<file path="src/rtl/pipe_run_ctrl_if.sv">
// rtl/pipe_run_ctrl_if.sv - debug command, hazard and stage-control bundle for pipe_run_ctrl
interface pipe_run_ctrl_if #(
  parameter int ADDR_W = 16,
  parameter int CNT_W  = 16
);
  logic              run_i;
  logic              halt_i;
  logic              step_i;
  logic              burst_i;
  logic [CNT_W-1:0]  burst_len_i;
  logic              bp_en_i;
  logic [ADDR_W-1:0] bp_addr_i;
  logic [ADDR_W-1:0] pc_i;
  logic              stallreq_id_i;
  logic              stallreq_ex_i;
  logic [4:0]        stall_o;
  logic              flush_id_ex_o;
  logic              flush_ex_mem_o;
  logic [1:0]        state_o;
  logic              bp_hit_o;
  logic [CNT_W-1:0]  cycle_cnt_o;

  // Board/datapath side: drives commands and hazards, observes controls
  modport master (
    output run_i, halt_i, step_i, burst_i, burst_len_i, bp_en_i, bp_addr_i,
           pc_i, stallreq_id_i, stallreq_ex_i,
    input  stall_o, flush_id_ex_o, flush_ex_mem_o, state_o, bp_hit_o, cycle_cnt_o
  );

  // Sequencer side
  modport slave (
    input  run_i, halt_i, step_i, burst_i, burst_len_i, bp_en_i, bp_addr_i,
           pc_i, stallreq_id_i, stallreq_ex_i,
    output stall_o, flush_id_ex_o, flush_ex_mem_o, state_o, bp_hit_o, cycle_cnt_o
  );
endinterface

</file>
<file path="src/rtl/pipe_run_ctrl.sv">
// rtl/pipe_run_ctrl.sv - run/halt/step/burst sequencer producing per-stage hold and bubble controls
module pipe_run_ctrl #(
  parameter int ADDR_W = 16,
  parameter int CNT_W  = 16
) (
  input logic          clk,
  input logic          rst,
  pipe_run_ctrl_if.slave bus
);

  typedef enum logic [1:0] {
    ST_HALT  = 2'b00,
    ST_RUN   = 2'b01,
    ST_STEP  = 2'b10,
    ST_BURST = 2'b11
  } state_t;

  state_t           state_q, state_d;
  logic             resume_q, resume_d;
  logic             bp_hit_q, bp_hit_d;
  logic [CNT_W-1:0] cycle_cnt_q, cycle_cnt_d;
  logic [CNT_W-1:0] burst_cnt_q, burst_cnt_d;

  logic             bp_match;
  logic             bp_stop;
  logic             advance;
  logic [4:0]       stall;
  logic             flush_id_ex;
  logic             flush_ex_mem;

  // Same-cycle stage controls: frozen unless this is an advance cycle, then hazard priority EX > ID
  always_comb begin
    bp_match     = bus.bp_en_i && (bus.pc_i == bus.bp_addr_i) && !resume_q;
    // Breakpoints are only honoured while free-running or bursting, never while single-stepping
    bp_stop      = ((state_q == ST_RUN) || (state_q == ST_BURST)) && bp_match;
    advance      = (state_q != ST_HALT) && !bp_stop;
    stall        = 5'b11111;
    flush_id_ex  = 1'b0;
    flush_ex_mem = 1'b0;
    if (advance) begin
      if (bus.stallreq_ex_i) begin
        stall        = 5'b00111;
        flush_ex_mem = 1'b1;
      end else if (bus.stallreq_id_i) begin
        stall       = 5'b00011;
        flush_id_ex = 1'b1;
      end else begin
        stall = 5'b00000;
      end
    end
  end

  // Next-state logic for the run-control FSM, cycle counter, burst counter and flags
  always_comb begin
    state_d     = state_q;
    resume_d    = resume_q;
    bp_hit_d    = bp_hit_q;
    cycle_cnt_d = cycle_cnt_q;
    burst_cnt_d = burst_cnt_q;

    // Hazard cycles still count: the pipeline clock-enable logic is live, only stages hold
    if (advance) begin
      cycle_cnt_d = cycle_cnt_q + CNT_W'(1);
      resume_d    = 1'b0;
    end

    case (state_q)
      ST_HALT: begin
        if (bus.halt_i) begin
          state_d = ST_HALT;
        end else if (bus.run_i) begin
          state_d  = ST_RUN;
          resume_d = 1'b1;
          bp_hit_d = 1'b0;
        end else if (bus.burst_i && (bus.burst_len_i != '0)) begin
          state_d     = ST_BURST;
          burst_cnt_d = bus.burst_len_i;
          resume_d    = 1'b1;
          bp_hit_d    = 1'b0;
        end else if (bus.step_i) begin
          state_d  = ST_STEP;
          resume_d = 1'b1;
          bp_hit_d = 1'b0;
        end
      end
      ST_RUN: begin
        if (bp_stop) begin
          state_d  = ST_HALT;
          bp_hit_d = 1'b1;
        end else if (bus.halt_i) begin
          state_d = ST_HALT;
        end
      end
      ST_BURST: begin
        if (bp_stop) begin
          // Frozen cycle: the remaining burst length is kept as-is
          state_d  = ST_HALT;
          bp_hit_d = 1'b1;
        end else begin
          burst_cnt_d = burst_cnt_q - CNT_W'(1);
          if (bus.halt_i) begin
            state_d = ST_HALT;
          end else if (bus.run_i) begin
            state_d     = ST_RUN;
            burst_cnt_d = '0;
          end else if (burst_cnt_q == CNT_W'(1)) begin
            state_d = ST_HALT;
          end
        end
      end
      ST_STEP: begin
        // Exactly one advance cycle regardless of any command seen meanwhile
        state_d = ST_HALT;
      end
      default: state_d = ST_HALT;
    endcase
  end

  // State and counter registers; reset forces a halted, cleared sequencer immediately
  always_ff @(posedge clk or negedge rst) begin
    if (!rst) begin
      state_q     <= ST_HALT;
      resume_q    <= 1'b0;
      bp_hit_q    <= 1'b0;
      cycle_cnt_q <= '0;
      burst_cnt_q <= '0;
    end else begin
      state_q     <= state_d;
      resume_q    <= resume_d;
      bp_hit_q    <= bp_hit_d;
      cycle_cnt_q <= cycle_cnt_d;
      burst_cnt_q <= burst_cnt_d;
    end
  end

  assign bus.stall_o        = stall;
  assign bus.flush_id_ex_o  = flush_id_ex;
  assign bus.flush_ex_mem_o = flush_ex_mem;
  assign bus.state_o        = state_q;
  assign bus.bp_hit_o       = bp_hit_q;
  assign bus.cycle_cnt_o    = cycle_cnt_q;

endmodule

</file>
<file path="src/flat_wrapper.sv">
// flat-port wrapper written by rule: the top's interface ports become plain ports
module pipe_run_ctrl_flat 
#(
  parameter int ADDR_W = 16,
  parameter int CNT_W  = 16
)
  (clk, rst, bus_run_i, bus_halt_i, bus_step_i, bus_burst_i, bus_burst_len_i, bus_bp_en_i, bus_bp_addr_i, bus_pc_i, bus_stallreq_id_i, bus_stallreq_ex_i, bus_stall_o, bus_flush_id_ex_o, bus_flush_ex_mem_o, bus_state_o, bus_bp_hit_o, bus_cycle_cnt_o);
  pipe_run_ctrl_if #(.ADDR_W(ADDR_W), .CNT_W(CNT_W)) bus_i ();
  input logic clk;
  input logic rst;
  input wire logic [$bits(bus_i.run_i)-1:0] bus_run_i;
  input wire logic [$bits(bus_i.halt_i)-1:0] bus_halt_i;
  input wire logic [$bits(bus_i.step_i)-1:0] bus_step_i;
  input wire logic [$bits(bus_i.burst_i)-1:0] bus_burst_i;
  input wire logic [$bits(bus_i.burst_len_i)-1:0] bus_burst_len_i;
  input wire logic [$bits(bus_i.bp_en_i)-1:0] bus_bp_en_i;
  input wire logic [$bits(bus_i.bp_addr_i)-1:0] bus_bp_addr_i;
  input wire logic [$bits(bus_i.pc_i)-1:0] bus_pc_i;
  input wire logic [$bits(bus_i.stallreq_id_i)-1:0] bus_stallreq_id_i;
  input wire logic [$bits(bus_i.stallreq_ex_i)-1:0] bus_stallreq_ex_i;
  output wire logic [$bits(bus_i.stall_o)-1:0] bus_stall_o;
  output wire logic [$bits(bus_i.flush_id_ex_o)-1:0] bus_flush_id_ex_o;
  output wire logic [$bits(bus_i.flush_ex_mem_o)-1:0] bus_flush_ex_mem_o;
  output wire logic [$bits(bus_i.state_o)-1:0] bus_state_o;
  output wire logic [$bits(bus_i.bp_hit_o)-1:0] bus_bp_hit_o;
  output wire logic [$bits(bus_i.cycle_cnt_o)-1:0] bus_cycle_cnt_o;
  assign bus_i.run_i = bus_run_i;
  assign bus_i.halt_i = bus_halt_i;
  assign bus_i.step_i = bus_step_i;
  assign bus_i.burst_i = bus_burst_i;
  assign bus_i.burst_len_i = bus_burst_len_i;
  assign bus_i.bp_en_i = bus_bp_en_i;
  assign bus_i.bp_addr_i = bus_bp_addr_i;
  assign bus_i.pc_i = bus_pc_i;
  assign bus_i.stallreq_id_i = bus_stallreq_id_i;
  assign bus_i.stallreq_ex_i = bus_stallreq_ex_i;
  assign bus_stall_o = bus_i.stall_o;
  assign bus_flush_id_ex_o = bus_i.flush_id_ex_o;
  assign bus_flush_ex_mem_o = bus_i.flush_ex_mem_o;
  assign bus_state_o = bus_i.state_o;
  assign bus_bp_hit_o = bus_i.bp_hit_o;
  assign bus_cycle_cnt_o = bus_i.cycle_cnt_o;
  pipe_run_ctrl #(.ADDR_W(ADDR_W), .CNT_W(CNT_W)) u_core (.clk(clk), .rst(rst), .bus(bus_i));
endmodule
</file>
<file path="config.mk">
export PLATFORM = sky130hd
export DESIGN_NAME = pipe_run_ctrl_flat
export DESIGN_NICKNAME = d
export VERILOG_FILES = /design/src/rtl/pipe_run_ctrl_if.sv /design/src/rtl/pipe_run_ctrl.sv /design/src/flat_wrapper.sv
export SDC_FILE = /design/constraint.sdc
export NUM_CORES = 1
export LEC_CHECK = 0
export ABC_CLOCK_PERIOD_IN_PS = 2600
export BUFFER_PORTS_ARGS = -buffer_cell sky130_fd_sc_hd__buf_4
export CAP_MARGIN = 25
export CORE_ASPECT_RATIO = 1.25
export CORE_UTILIZATION = 35
export DETAILED_ROUTE_END_ITERATION = 7
export PLACE_DENSITY_LB_ADDON = 0.2
export SETUP_SLACK_MARGIN = 0.2
export SYNTH_ARGS = -nofsm -noshare
export SYNTH_HDL_FRONTEND = slang
export SYNTH_SLANG_ARGS = --single-unit
export TNS_END_PERCENT = 5
</file>
<file path="constraint.sdc">
create_clock -name clk -period 2.6 [get_ports clk]
set_input_delay 0.39 -clock clk [delete_from_list [all_inputs] [get_ports clk]]
set_output_delay 0.39 -clock clk [all_outputs]
set_load 0.02 [all_outputs]
</file>
After elaboration in Yosys (flattened, before gate mapping)
Cells that the tools add are included.

Add/sub/neg operators: 2. Equality and inequality tests: 14. Muxes and demuxes: 38. Reductions and logical operators: 17.

Operators with widths (count): $mux W16 (6); $pmux W16 S2 (1); $mux W2 (11); $add A16 B1 Y16 const B (1); $eq A16 B1 Y1 const B (1); $eq A16 B16 Y1 (1); $mux W1 (16); $reduce_bool A16 Y1 (1); $sub A16 B1 Y16 const B (1); $mux W5 (2); $ne A5 B4 Y1 const B (2); $pmux W2 S4 (1); $ne A2 B2 Y1 const B (3); $reduce_bool A2 Y1 (3); $logic_and A1 B1 Y1 (5); $reduce_and A5 Y1 (1); $eq A2 B2 Y1 const B (2); $ne A2 B1 Y1 const B (2); $ne A4 B3 Y1 const B (1); $reduce_and A4 Y1 (1); $ne A3 B2 Y1 const B (1); $reduce_and A3 Y1 (1); $eq A2 B1 Y1 const B (1); $logic_not A1 Y1 (2); other kinds (4) (4).

Register bits: 36. Input bits: 57. Output and inout bits: 26. Logic and storage cells: 76.

Logic depth before layout (Yosys ltp)
Gate-level depths: netlist of the first run.

Word-level depth: 12. Mapped depth: 8.

Worst setup path before layout of the first run
No wires, ideal clock.

Path type: input to output. From: input port bus_bp_addr_i[14]. To: output port bus_stall_o[1]. Arrival time: 1962 ps. Data required time: 2210 ps. Slack: 248 ps. Stages on the path: 8. Path buffers: 2. Path through: xnor2_1 -> nand4_1 -> nor4b_2 -> and3_1 -> buf_2 -> or3_1 -> nand2b_1 -> buf_4.

Longest elaborated chain between the ends: 7.

RTL lines: start, declared (RTL line flat_wrapper.sv:17) `input wire logic [$bits(bus_i.bp_addr_i)-1:0] bus_bp_addr_i;`; $eq A16 B16 Y1 (RTL line pipe_run_ctrl.sv:33) `bp_match = bus.bp_en_i && (bus.pc_i == bus.bp_addr_i) && !resume_q;`; $logic_and A1 B1 Y1 (2 in series) (RTL line pipe_run_ctrl.sv:33); $logic_and A1 B1 Y1 (RTL line pipe_run_ctrl.sv:35) `bp_stop = ((state_q == ST_RUN) || (state_q == ST_BURST)) && bp_match;`; $logic_not A1 Y1 (RTL line pipe_run_ctrl.sv:36) `advance = (state_q != ST_HALT) && !bp_stop;`; $logic_and A1 B1 Y1 (RTL line pipe_run_ctrl.sv:36); $mux W5 (RTL line pipe_run_ctrl.sv:40) `if (advance) begin`; end, declared (RTL line flat_wrapper.sv:21) `output wire logic [$bits(bus_i.stall_o)-1:0] bus_stall_o;`.

No other way between the ends.

Worst setup path after layout of the first run
From: input port bus_bp_addr_i[14]. To: output port bus_flush_ex_mem_o.

Longest elaborated chain between the ends: 7.

RTL lines: $eq A16 B16 Y1 (RTL line pipe_run_ctrl.sv:33); $logic_and A1 B1 Y1 (2 in series) (RTL line pipe_run_ctrl.sv:33); $logic_and A1 B1 Y1 (RTL line pipe_run_ctrl.sv:35); $logic_not A1 Y1 (RTL line pipe_run_ctrl.sv:36); $logic_and A1 B1 Y1 (RTL line pipe_run_ctrl.sv:36); $mux W1 (RTL line pipe_run_ctrl.sv:40); end, declared (RTL line flat_wrapper.sv:23) `output wire logic [$bits(bus_i.flush_ex_mem_o)-1:0] bus_flush_ex_mem_o;`.

No other way between the ends.

==> summary.md, run 1 <==
| Metric | Value |
|---|---|
| Cell variety after synth | `43` |
| Max Freq | `0.445 GHz` |
| Slew margin rel. | `0.628` |
| RR Startpoint | `u_core.bus.state_o[0]` |
| Leading area contributor after synthesis | `dfrtp_1` |
| DRC violations left | `0` |
| Final hold violations | `0` |
| Worst slew pin tran | `0.555 ns` |
| Total gr overflow | `0` |
| Period utilization | `0.865` |
| DR iter-0 viols | `65` |
| Core Area | `6210 um^2` |
| Worst VDD drop | `348 uV` |
| Drt pass-1 iters | `4` |
| Ratio of cells with drive above 1 in the final layout | `0.313` |
| Commonest cells in the netlist | `dfrtp_1 (36), o21ai_0 (24), xnor2_1 (18)` |
| Final setup viols | `0` |
| Die H | `92.1 um` |
| Fill count | `613` |
| Leak | `1.34 nW` |
| # clock sinks | `36` |
| Power, Total | `2.26 mW` |
| ANT nets after route | `0` |
| Final worst setup slack | `0.351 ns` |
| Initial antenna violation count | `0` |
| CTS Buffer Depth | `2` |
| Post-synth top flop | `dfrtp_1` |
| Row Count | `32` |
| Inserted Clock Buffers | `5` |
| Placed insts | `406` |
| Slew Viols, Final | `0` |
| Vias per cell | `5.17` |
| Routed wire length | `5870 um` |
| Die area | `6830 um^2` |
| H-tree Lvls | `2` |
| Post-Syn Area per Cell | `9.21 um^2` |
| Worst setup SP type | `primary input` |
| First-pass GRT wire length | `9760 um` |
| Synth Net Count | `307` |
| Largest net degree at the start of global routing | `37` |
| Status | `completed` |
| Max Fanout on Critical Path | `5` |
| Synth top area share | `0.396` |
| Cell Count, Final, Fillers Out | `414` |
| Starting Density | `0.367` |
| CP Cell Sequence | `buf_4 -> xnor2_1 -> nand4_1 -> nor4b_4 -> and3_1 -> or2_1 -> nor2_1 -> buf_4` |
| Crit path time final | `2.25 ns` |
| Vias in the first global route | `2143` |
| Setup TNS | `0 ns` |
| Crit path arrival time | `1.86 ns` |
| CP startpoint | `bus_bp_addr_i[14]` |
| Wire length per cell | `14.2 um` |
| Clock latency on the worst-skew pair | `0.28 ns` |
| Synth area leaders | `dfrtp_1 (40%), xnor2_1 (6.9%), o21ai_0 (5.3%)` |
| Yosys Warn Count | `0` |
| Post-Synthesis Cells | `247` |
| Count leader, synth | `dfrtp_1` |
| CP max stage delay | `0.33 ns` |
| Final nets | `388` |
| Global Route Usage Sum | `0.182` |
| Ys async rst share | `1.00` |
| CTS tree | `built` |
| Buffers on Ports | `82` |
| Hold buffers post-CTS | `0` |
| Pwr dens | `736 nW/um^2` |
| Skew final | `0.00477 ns` |
| Die Wd | `74.1 um` |
| Hold Crit Class | `primary input to async pin` |
| CP Class | `primary input to primary output` |
| Io pins | `83` |
| Vias after detailed routing | `2140` |
| Critical-path top delay cell | `nor4b_4` |
| Unrepaired setup endpoints after global routing | `false` |
| Most frequent CP cell | `buf_4` |
| Dpl hpwl | `4500 um` |
| MaxCap Viol Count | `0` |
| Seq/Total Area, Yosys | `0.396` |
| Diode count | `0` |
| Clock Tree Root | `clkbuf_8` |
| CP required | `2.21 ns` |
| Pre-CTS setup slack | `0.305 ns` |
| Layout area overhead | `35.2%` |
| Seq cells post-synth | `36` |
| Synthesized area | `2270 um^2` |
| Placer's final routability congestion estimate | `0.829` |
| Post-synth EDFFs | `0` |
| Worst Setup End Kind | `primary output` |
| Worst-path clk slew | `0.08 ns` |
[path summary, 6_finish.rpt]
check                                                   to  slack [ns]  cells after the start
worst max-delay path                    bus_flush_ex_mem_o        0.35                      8
min in group clk                     u_core.bus.state_o[1]        0.36                      2
max in group asynchronous            u_core.burst_cnt_q[1]        2.20                      1
worst max register to register      u_core.burst_cnt_q[11]        0.53                      7
worst min-delay path             u_core.bus.cycle_cnt_o[8]        0.06                      1
worst min register to register  u_core.bus.cycle_cnt_o[15]        0.47                      1
[state kept, by name, summed over array words and instances, names as in the netlist]
name and cells:
u_core.bus.bp_hit_o 1, u_core.bus.cycle_cnt_o 16, u_core.resume_q 1, u_core.burst_cnt_q 16, u_core.bus.state_o 2
[final cells by class]
type | count | area, um^2 | share of cell area
Tap cell | 85 | 106 | 0.0346
Clock buffer | 5 | 68.8 | 0.0224
Clock inverter | 3 | 18.8 | 0.00610
Inverter | 10 | 37.5 | 0.0122
Timing Repair Buffer | 89 | 681 | 0.221
Sequential cell | 36 | 901 | 0.293
Multi-Input combinational cell | 186 | 1260 | 0.410
[placed cells by master, fill, tap and decap left out, types with 2 or more instances in the layout]
| cell | count |
|---|---|
| nor3_1 | 10 |
| a211oi_1 | 2 |
| clkbuf_8 | 5 |
| nand3_1 | 8 |
| nor2_1 | 16 |
| inv_1 | 10 |
| buf_4 | 88 |
| and2_1 | 3 |
| xnor2_1 | 18 |
| xor2_1 | 13 |
| nor4_1 | 10 |
| or2_1 | 2 |
| and3_1 | 4 |
| nor2b_1 | 4 |
| nand2_1 | 7 |
| a2111oi_4 | 2 |
| a22oi_1 | 9 |
| a21oi_1 | 12 |
| a31oi_1 | 6 |
| dfrtp_1 | 36 |
| nand4_1 | 10 |
| a21o_1 | 2 |
| ha_1 | 3 |
| o21ai_0 | 24 |
| nor3b_1 | 4 |
| nor4b_4 | 2 |
| clkinv_2 | 2 |
| nand2b_1 | 3 |
[kinds of logic (layout without fill, tap and decap cells)]
group           count (synthesis)  after routing  share of synthesized area
flops                          36             36                      0.396
simple gates                   87             87                      0.221
fa+ha+maj                       3              3                     0.0165
buf+inv                        25            107                     0.0528
xor+xnor                       31             31                      0.119
compound gates                 64             64                      0.190
mux                             1              1                    0.00495
[repair_timing]
action	4_1_cts	5_1_grt
hold endpoints to repair	0	0
buffers inserted	0	0
endpoints found under the setup margin	0	3
gates resized for setup	0	1
[per-layer routing]
layer	vias up	GRT usage	wire, um
met4	0	0.0465	46
met1	1029	0.218	2450
met2	49	0.330	3180
met3	6	0.0253	192
li1	1056	-	-
met5	-	0	0
[worst max-delay path: cells and delay by family]
kind / cells / cell delay, ns
xor gates and xnor gates: 1 / 0.14
buffers and inverters: 2 / 0.26
and+or+nand+nor: 5 / 1.06
[report_power, final]
group | switching [mW] | internal [mW]
logic | 0.507 | 0.415
clock network | 0.211 | 0.187
registers | 0.186 | 0.757
[per-stage QoR]
stage	utilization	hold WS, ns	cell area, um^2
6_report	0.496	0.0562	3080
5_1_grt	0.496	0.100	3080
4_1_cts	0.494	0.0828	3070
3_5_place_dp	0.480	0.392	2980
3_3_place_gp	0.480	0.387	2980
2_1_floorplan	-	0.0944	2270
No activity file was read; power rests on OpenSTA's default activity.
==> run 2, diff against run 1 <==
--- a/config.mk
+++ b/config.mk
@@ -5,11 +5,12 @@
 export SDC_FILE = /design/constraint.sdc
 export NUM_CORES = 1
 export LEC_CHECK = 0
-export ABC_CLOCK_PERIOD_IN_PS = 2600
+export ABC_CLOCK_PERIOD_IN_PS = 2640
 export BUFFER_PORTS_ARGS = -buffer_cell sky130_fd_sc_hd__buf_4
 export CAP_MARGIN = 25
 export CORE_ASPECT_RATIO = 1.25
 export CORE_UTILIZATION = 35
+export CTS_BUF_LIST = sky130_fd_sc_hd__clkbuf_8
 export DETAILED_ROUTE_END_ITERATION = 7
 export PLACE_DENSITY_LB_ADDON = 0.2
 export SETUP_SLACK_MARGIN = 0.2
==> constraint.sdc (replaced) <==
create_clock -name clk -period 2.64 [get_ports clk]
set_input_delay 0.396 -clock clk [delete_from_list [all_inputs] [get_ports clk]]
set_output_delay 0.396 -clock clk [all_outputs]
set_load 0.02 [all_outputs]
==> run 2 against run 1 <==
Clock power increased by 23%; sequential share of layout area shrank 0.14 points; die area is the same; count of clock-buffer cells in the layout unchanged; final cell count is the same; critical endpoint unchanged.
==> summary.md, run 2 (synthesis results as in run 1) <==
| Metric | Value |
|---|---|
| Clock latency on the worst-skew pair | `0.29 ns (about the same)` |
| Ratio of cells with drive above 1 in the final layout | `0.313 (unchanged)` |
| Placed insts | `406 (unchanged)` |
| Max Fanout on Critical Path | `5 (unchanged)` |
| Worst setup SP type | `primary input` |
| Inserted Clock Buffers | `5 (unchanged)` |
| Io pins | `83 (unchanged)` |
| ANT nets after route | `0 (unchanged)` |
| Core Area | `6210 um^2 (unchanged)` |
| Psw | `893 uW (-1.2%)` |
| Commonest non-fill, non-tap cell in the layout | `buf_4` |
| Skew final | `0.00693 ns (+0.00216 ns)` |
| Vias per cell | `5.24 (+1.4%)` |
| Crit path time final | `2.27 ns` |
| WL met2 | `3140 um (-1.5%)` |
| Seq pwr share | `0.399 (-0.018)` |
| Leak | `1.34 nW (about the same)` |
| Period utilization | `0.858` |
| Die H | `92.1 um (unchanged)` |
| Drt pass-1 iters | `4 (unchanged)` |
| Vias after detailed routing | `2169 (+1.4%)` |
| Total gr overflow | `0 (unchanged)` |
| Die area | `6830 um^2 (unchanged)` |
| DR iter-0 viols | `97 (+49%)` |
| Most frequent cells in the layout | `buf_4 (88), dfrtp_1 (36), o21ai_0 (24)` |
| Worst Setup End Kind | `primary output` |
| WL met3 | `249 um (+30%)` |
| Internal | `1.43 mW (+5.5%)` |
| Hold Crit Class | `primary input to async pin` |
| CTS Buffer Depth | `2 (unchanged)` |
| Starting Density | `0.367 (unchanged)` |
| Slew Viols, Final | `0 (unchanged)` |
| Layout area overhead | `35.9%` |
| Global Route Usage Sum | `0.185 (+0.00321)` |
| Final hold violations | `0 (unchanged)` |
| Worst VDD drop | `437 uV (+25%)` |
| Post-DP Area | `2980 um^2 (unchanged)` |
| Worst slew pin tran | `0.524 ns (-0.0311 ns)` |
| Sw Share | `0.384 (-0.0155)` |
| Cell Count, Final, Fillers Out | `414 (unchanged)` |
| Setup TNS | `0 ns (unchanged)` |
| Largest net degree at the start of global routing | `37 (unchanged)` |
| CP Class | `primary input to primary output` |
| MaxCap Viol Count | `0 (unchanged)` |
| CP required | `2.24 ns (+0.03 ns)` |
| Final Cell Area | `3090 um^2 (+0.49%)` |
| First-pass GRT wire length | `9850 um (+0.92%)` |
| # clock sinks | `36 (unchanged)` |
| Initial antenna violation count | `0 (unchanged)` |
| Wire length per cell | `14.4 um (+1.8%)` |
| Unrepaired setup endpoints after global routing | `false` |
| H-tree Lvls | `2 (unchanged)` |
| Post-CTS Setup Bufs | `0 (unchanged)` |
| Max Freq | `0.441 GHz` |
| DRC violations left | `0 (unchanged)` |
| Placer's final routability congestion estimate | `0.783 (-5.5%)` |
| Wire length on met1 | `2470 um (+1.0%)` |
| Final nets | `388 (unchanged)` |
| Cts repair resizes | `0 (unchanged)` |
| Buffers on Ports | `82 (unchanged)` |
| Worst-path clk slew | `0.07 ns (about the same)` |
| Status | `completed` |
| Final setup viols | `0 (unchanged)` |
| Vias in the first global route | `2101 (-2.0%)` |
| DR top layer | `met4` |
| Crit path arrival time | `1.87 ns (about the same)` |
| Clock Tree Root | `clkbuf_8` |
| Comb pwr share | `0.390 (-0.018)` |
| Routed wire length | `5970 um (+1.8%)` |
| Fill count | `615 (+0.33%)` |
| Pwr dens | `753 nW/um^2 (+2.3%)` |
| Clock power frac | `0.211 (+0.035)` |
| Slew margin rel. | `0.649 (+0.0208)` |
| Diode count | `0 (unchanged)` |
| Dpl hpwl | `4450 um (-0.98%)` |
| Hold buffers post-CTS | `0 (unchanged)` |
| Die Wd | `74.1 um (unchanged)` |
| Row Count | `32 (unchanged)` |
| CTS tree | `built` |
## run 2: changes by cell type in the layout (fill, tap and decap cells not counted)
| cell | before | now |
|---|---|---|
| bufinv_16 | 0 | 1 |
| clkinv_2 | 2 | 1 |
| clkinv_4 | 1 | 0 |
| clkinvlp_4 | 0 | 1 |
| nor4b_2 | 0 | 1 |
| nor4b_4 | 2 | 1 |
## run 2: final timing paths
path / endpoint / cells past startpoint / start / slack [ns]
max: bus_flush_ex_mem_o / 8 / bus_bp_addr_i[14] / 0.37
min: u_core.burst_cnt_q[10] / 1 / rst / 0.07
max reg2reg: u_core.burst_cnt_q[10] / 7 / u_core.bus.state_o[0] / 0.52
min reg2reg: u_core.bus.cycle_cnt_o[15] / 1 / u_core.bus.cycle_cnt_o[15] / 0.48
max in group asynchronous: u_core.burst_cnt_q[9] / 1 / rst / 2.24
min in group clk: u_core.bus.state_o[1] / 2 / bus_run_i / 0.36
## run 2: worst max-delay path, stage by stage
cell	delay (ns)
buf_4	0.11
xnor2_1	0.14
nand4_1	0.13
nor4b_2	0.36
and3_1	0.29
or2_1	0.22
nor2_1	0.06
buf_4	0.15
## run 2: metal layers
metal / GRT usage / up-vias
met5: 0 / -
met1: 0.220 / 1051
met2: 0.323 / 51
li1: - / 1055
met4: 0.0641 / 0
met3: 0.0352 / 12
## run 2: through the flow
stage,util,total power [mW],hold WS (ns),worst slack (ns)
after floorplan,-,1.48,0.100,0.276
after global placement,0.480,1.83,0.394,0.400
after detailed placement,0.480,1.85,0.398,0.354
after CTS,0.498,2.35,0.0775,0.352
after global routing,0.498,2.49,0.0988,0.201
final,0.498,2.33,0.0664,0.375
## run 2: cell type report
cell class                 instances  area, um^2  share of cell area
clock buffer                       5        68.8              0.0223
clock inverter                     3        42.5              0.0138
inverter                          10        37.5              0.0121
multi-input combinational        186        1250               0.406
sequential                        36         901               0.291
tap                               85         106              0.0344
timing repair buffer              89         681               0.220
## run 2: power by group through the flow
stage	clock network (mW)	logic, mW	registers, mW
finish	0.491	0.907	0.929
global route	0.529	0.998	0.962
CTS	0.508	0.916	0.928
detailed placement	0	0.915	0.931
global placement	0	0.898	0.934
floorplan	0	0.497	0.980
